### src/rtl/wash_cycle_sequencer.sv
// wash_cycle_sequencer: coin-operated washer/dryer program controller.
// Takes quarter/dollar credit, validates the selected mode, then steps the
// wash/rinse/spin or dry stages on the 1 Hz tick and drives LEDs and time_left.
// Optional build macro: CREDIT_CARRY_EN (keep unspent credit after a start).
module wash_cycle_sequencer #(
   parameter int PRICE_DEL  = 4,
   parameter int PRICE_NRM  = 6,
   parameter int PRICE_PWR  = 8,
   parameter int PRICE_DRY  = 4,
   parameter int T_WASH_DEL = 3,
   parameter int T_WASH_NRM = 4,
   parameter int T_WASH_PWR = 5,
   parameter int T_RINSE    = 2,
   parameter int T_SPIN     = 1,
   parameter int T_DRY      = 6
) (
   input  logic        CLK100MHZ,
   input  logic        CPU_RESETN,
   input  logic        tick,
   input  logic [5:0]  SW,
   input  logic        BTNU,
   input  logic        BTND,
   output logic [15:0] LED,
   output logic [7:0]  time_left,
   output logic        busy,
   output logic        done
);

   typedef enum logic [2:0] {
      S_IDLE, S_PAY, S_WASH, S_RINSE, S_SPIN, S_DRY, S_DONE
   } state_t;

   state_t      state_q, state_d;
   logic [4:0]  credit_q, credit_d;
   logic [3:0]  mode_q, mode_d;
   logic [3:0]  timer_q, timer_d;
   logic [7:0]  tl_q, tl_d;
   logic        entry_q, entry_d;
   logic [2:0]  stage_led_q, stage_led_d;
   logic        btnu_q, btnd_q;
   logic [15:0] led_q, led_d;
   logic        busy_q, busy_d;
   logic        done_q, done_d;

   logic        coin_up, coin_dn, mode_valid, cnt_tick;
   logic [4:0]  coin_add, credit_sat, price;
   logic [5:0]  credit_sum;
   logic [7:0]  tl_load;
   logic [3:0]  wash_len;

   // Coin edges, saturating credit sum, price and program length of the selected mode
   always_comb begin
      coin_up    = BTNU & ~btnu_q;
      coin_dn    = BTND & ~btnd_q;
      coin_add   = {2'b00, coin_dn, 1'b0, coin_up};
      credit_sum = {1'b0, credit_q} + {1'b0, coin_add};
      credit_sat = credit_sum[5] ? 5'd31 : credit_sum[4:0];
      mode_valid = $onehot(SW[4:1]);
      price      = 5'd0;
      tl_load    = 8'd0;
      case (SW[4:1])
         4'b0001: begin price = 5'(PRICE_DEL); tl_load = 8'(T_WASH_DEL + T_RINSE + T_SPIN); end
         4'b0010: begin price = 5'(PRICE_NRM); tl_load = 8'(T_WASH_NRM + T_RINSE + T_SPIN); end
         4'b0100: begin price = 5'(PRICE_PWR); tl_load = 8'(T_WASH_PWR + T_RINSE + T_SPIN); end
         4'b1000: begin price = 5'(PRICE_DRY); tl_load = 8'(T_DRY); end
         default: begin price = 5'd0; tl_load = 8'd0; end
      endcase
      // wash length comes from the latched mode so switch changes mid-run are harmless
      case (mode_q)
         4'b0001: wash_len = 4'(T_WASH_DEL);
         4'b0100: wash_len = 4'(T_WASH_PWR);
         default: wash_len = 4'(T_WASH_NRM);
      endcase
      // ticks in a stage's first cycle are ignored; the timer is loaded then
      cnt_tick = tick & ~SW[5] & ~entry_q;
   end

   // Next-state, credit, timer and registered-output computation
   always_comb begin
      state_d     = state_q;
      credit_d    = credit_q;
      mode_d      = mode_q;
      timer_d     = timer_q;
      tl_d        = tl_q;
      stage_led_d = stage_led_q;
      case (state_q)
         S_IDLE: begin
            if (coin_up | coin_dn) begin
               state_d  = S_PAY;
               credit_d = credit_sat;
            end
         end
         S_PAY: begin
            if (SW[0]) begin
               credit_d = 5'd0;
               state_d  = S_IDLE;
            end else if (mode_valid && (credit_q >= price)) begin
               mode_d  = SW[4:1];
               tl_d    = tl_load;
               state_d = SW[4] ? S_DRY : S_WASH;
`ifdef CREDIT_CARRY_EN
               credit_d = credit_sat - price;
`else
               credit_d = 5'd0;
`endif
            end else begin
               credit_d = credit_sat;
            end
         end
         S_WASH, S_RINSE, S_SPIN, S_DRY: begin
            if (entry_q) begin
               case (state_q)
                  S_WASH:  timer_d = wash_len;
                  S_RINSE: timer_d = 4'(T_RINSE);
                  S_SPIN:  timer_d = 4'(T_SPIN);
                  default: timer_d = 4'(T_DRY);
               endcase
            end else if (cnt_tick) begin
               timer_d = timer_q - 4'd1;
               tl_d    = tl_q - 8'd1;
               if (timer_q == 4'd1) begin
                  case (state_q)
                     S_WASH:  begin state_d = S_RINSE; stage_led_d[0] = 1'b1; end
                     S_RINSE: begin state_d = S_SPIN;  stage_led_d[1] = 1'b1; end
                     S_SPIN:  begin state_d = S_DONE;  stage_led_d[2] = 1'b1; end
                     default: state_d = S_DONE;
                  endcase
               end
            end
         end
         S_DONE: begin
            if (SW[4:1] == 4'b0000) begin
               state_d     = S_IDLE;
               stage_led_d = 3'b000;
            end
         end
         default: state_d = S_IDLE;
      endcase
      entry_d = (state_d != state_q);
      busy_d  = (state_d == S_WASH) || (state_d == S_RINSE) ||
                (state_d == S_SPIN) || (state_d == S_DRY);
      done_d  = (state_d == S_DONE);
      led_d        = 16'd0;
      led_d[0]     = (state_d == S_DRY);
      led_d[3:1]   = stage_led_d;
      led_d[4]     = done_d;
      led_d[9:5]   = credit_d;
      led_d[10]    = (state_d == S_WASH);
      led_d[11]    = (state_d == S_RINSE);
      led_d[12]    = (state_d == S_SPIN);
      led_d[15]    = SW[5] & busy_d;
   end

   // State and output registers with synchronous active-low reset
   always_ff @(posedge CLK100MHZ) begin
      if (!CPU_RESETN) begin
         state_q     <= S_IDLE;
         credit_q    <= 5'd0;
         mode_q      <= 4'd0;
         timer_q     <= 4'd0;
         tl_q        <= 8'd0;
         entry_q     <= 1'b0;
         stage_led_q <= 3'd0;
         btnu_q      <= 1'b0;
         btnd_q      <= 1'b0;
         led_q       <= 16'd0;
         busy_q      <= 1'b0;
         done_q      <= 1'b0;
      end else begin
         state_q     <= state_d;
         credit_q    <= credit_d;
         mode_q      <= mode_d;
         timer_q     <= timer_d;
         tl_q        <= tl_d;
         entry_q     <= entry_d;
         stage_led_q <= stage_led_d;
         btnu_q      <= BTNU;
         btnd_q      <= BTND;
         led_q       <= led_d;
         busy_q      <= busy_d;
         done_q      <= done_d;
      end
   end

   assign LED       = led_q;
   assign time_left = tl_q;
   assign busy      = busy_q;
   assign done      = done_q;

endmodule

### config.mk
export PLATFORM = sky130hd
export DESIGN_NAME = wash_cycle_sequencer
export DESIGN_NICKNAME = d
export VERILOG_FILES = /design/src/rtl/wash_cycle_sequencer.sv
export SDC_FILE = /design/constraint.sdc
export NUM_CORES = 1
export LEC_CHECK = 0
export ABC_AREA = 1
export BUFFER_PORTS_ARGS = -buffer_cell sky130_fd_sc_hd__buf_2
export CAP_MARGIN = 20
export CORE_UTILIZATION = 56
export CTS_CLUSTER_SIZE = 8
export DETAILED_ROUTE_END_ITERATION = 10
export HOLD_SLACK_MARGIN = 0.03
export PLACE_DENSITY_LB_ADDON = 0.2
export SLEW_MARGIN = 20
export SYNTH_ARGS = -nofsm -noshare
export SYNTH_HDL_FRONTEND = slang
export SYNTH_SLANG_ARGS = --single-unit
### constraint.sdc
create_clock -name CLK100MHZ -period 2.9 [get_ports CLK100MHZ]
set_input_delay 0.29 -clock CLK100MHZ [delete_from_list [all_inputs] [get_ports CLK100MHZ]]
set_output_delay 0.29 -clock CLK100MHZ [all_outputs]
set_load 0.02 [all_outputs]
==> metrics.yaml <==
layout:
  num_antenna_cells: 0
  instances_no_fill: 398
  multi_input_area_um2: 1310
  final_area_um2: 2570
  area_growth_pct: 11.8
  register_area_um2: 741
  drive_above_1_share_pct: 22.6
  nets: 376
  n_fill_cell: 332
  utilization_pct: 67.7
pwr:
  p_leak_nw: 1.23
  ir_drop_mv: 0.347
  fin_total_pwr_mw: 1.21
  powerDensity_nw_per_um2: 471
logic_synthesis:
  synthAdderAreaFrac_pct: 8.49
  synth_top_area_share_pct: 32.2
  postSynth.asyncResetShare_pct: 0
  synthMuxAreaShare_pct: 0
  synth_area_leaders: "dfxtp_1, nand2_1, ha_1"
  synth.ff_latch_count: 37
  yosysMostFrequentCell: "nand2_1"
  syn_inst: 314
  synth_area_um2: 2300
  yosysUniqueCellTypes: 44
  synth_flop_cell: "dfxtp_1"
  synthXorXnorAreaFrac_pct: 2.67
  avgSynthCellArea_um2: 7.32
  synth-seq-area-share_pct: 32.2
  synth_area_leader_cell: "dfxtp_1"
  synth_compound_area_share_pct: 16.1
  synthSimpleGateAreaFrac_pct: 29.6
  synth_top_cells_by_count: "nand2_1, inv_1, dfxtp_1, nor2_1, a21oi_1"
  synth_edf_count: 0
  yosys_warnings: 0
  synth_top_family_by_area: "simple AND/OR/NAND/NOR gates"
floorplanning:
  io_pins: 37
  rows: 22
  core_um2: 3800
  die_y_um: 66.1
  start_util_pct: 60.5
  die_x_um: 66.1
  dieArea_um2: 4370
global_routing:
  grt_start_max_net_pins: 13
  grt_usage_pct: 23.9
  antenna_found_initial: 0
  grt_pass1_wl_um: 7940
  grt_pass1_vias: 1827
  overflow: 0
route:
  vias_per_cell: 5.23
  drc: 0
  dr_wl_met2_um: 2160
  wl_met1_um: 2290
  wl_met3_um: 233
  vias: 2083
  firstDrtPassIters: 4
  drtIter0Drc: 131
  top_layer_used: "met4"
  drt-total-wl_um: 4730
  antenna_left: 0
  wl_per_cell_um: 11.9
placement:
  dpl_cell_area_um2: 2480
  place.gp.congestion: 0.845
  dpl.cell_count: 391
  io_buffers: 34
  place_hpwl_um: 3650
critical_path:
  cp_common_cell: "nand2_1"
  slowest_delay_ns: 0.53
  worstSetupEndpointType: "flop"
  crit_type: "input pin to flop"
  critPathRequiredTime_ns: 3.09
  crit_chain: "buf_2, inv_1, fa_1, inv_1, ha_1, ha_1, nor3b_2, nand2_1, nand2_1, nand2_1, o21ai_0, o21ai_1, nand2_1, inv_1"
  cp.arrival_ns: 2.50
  crit_fanout: 5
  slowest_stage: "fa_1"
  start_kind: "input pin"
timing:
  fin_tns_setup_ns: 0
  worst_pin_slew_ns: 0.519
  min_period_ns: 2.31
  slew_headroom_pct: 65.1
  max_freq_mhz: 432
  setup_viol: 0
  finalHoldViolCount: 0
  slew_viol_final: 0
  clock_skew_ns: 0.00787
  rsz0062_at_grt: "false"
  post-route-period-util_pct: 79.8
clock_network:
  worst_skew_pair.late_latency_ns: 0.29
  cts_root_buffer: "clkbuf_8"
  path_clk_slew_ns: 0.07
  cts.htree.levels: 2
  cts_made_buffers: 5
  cts_hold_buf: 0
  cts_sinks: 37
  cts_resized: 0
  postCtsSetupRepairBufs: 0
  cts_tree: "yes"
  clockBufferDepth: 2
run_status:
  status: "finished clean"
job:
  timing.max_cap.violations: 0
min_path:
  hold_path.class: "input pin to flop"
path summary, 6_finish.rpt:
path / cells past startpoint / to / slack (ns) / start
setup / recovery: 14 / flop / 0.59 / SW[1]
setup reg to reg: 10 / time_left[5] / 1.04 / flop
hold / removal: 3 / btnd_q / 0.19 / BTND
hold reg to reg: 2 / flop / 0.45 / flop
critical path: cells and delay by family:
family	cells	cell delay (ns)
and+or+nand+nor	5	0.79
adders and majority gates	3	0.98
AOI/OAI and AO/OA	2	0.19
buffers and inverters	4	0.25
placed cells by master, fill, tap and decap left out, types with 2 or more instances in the layout:
cell and instances:
conb_1 2, nor2_2 4, clkbuf_8 6, a21oi_4 2
ha_1 14, nand2_4 3, xor2_1 5, a211oi_1 2
nor2_1 34, a21oi_2 2, nand3_1 17, dfxtp_1 37
o21ai_1 4, xnor2_1 2, nand4_2 2, a21oi_1 28
inv_2 10, nor3_1 5, o21ai_0 13, nand4_1 4
nor2_4 5, nand2_1 53, nand2_2 4, inv_1 40
buf_2 34
kinds of logic (layout without fill, tap and decap cells):
family                   count (synthesis)  in the layout
AND/OR/NAND/NOR                        136            136
AO/OA/AOI/OAI                           60             60
buffers and inverters                   58             93
flip-flops                              37             37
adder cells (fa/ha/maj)                 15             15
XOR/XNOR                                 7              7
other                                    1              2
stage by stage:
| step | hold slack (ns) | worst slack [ns] |
|---|---|---|
| floorplan | 0.383 | 0.582 |
| global placement | 0.434 | 0.380 |
| detailed placement | 0.440 | 0.267 |
| CTS | 0.189 | 0.578 |
| global route | 0.199 | 0.397 |
| finish | 0.193 | 0.586 |
routing by layer:
| metal | global-route usage, % | vias to the layer above |
|---|---|---|
| met5 | 0 | - |
| met4 | 7.71 | 0 |
| met3 | 4.83 | 6 |
| met2 | 38.8 | 54 |
| met1 | 31.6 | 940 |
| li1 | - | 1083 |
where the power goes:
| group | total (mW) | internal [mW] | switching [mW] |
|---|---|---|---|
| Combinational | 0.295 | 0.105 | 0.191 |
| Sequential | 0.555 | 0.530 | 0.0254 |
| Clock | 0.359 | 0.188 | 0.171 |
final cells by class:
class,count,share of cell area (%)
Inverter,51,7.45
Sequential cell,37,28.8
Timing Repair Buffer,35,6.91
Multi-Input combinational cell,220,51.1
Clock buffer,7,3.36
Tap cell,48,2.34
Note: power is estimated with default switching activity, not from simulation.
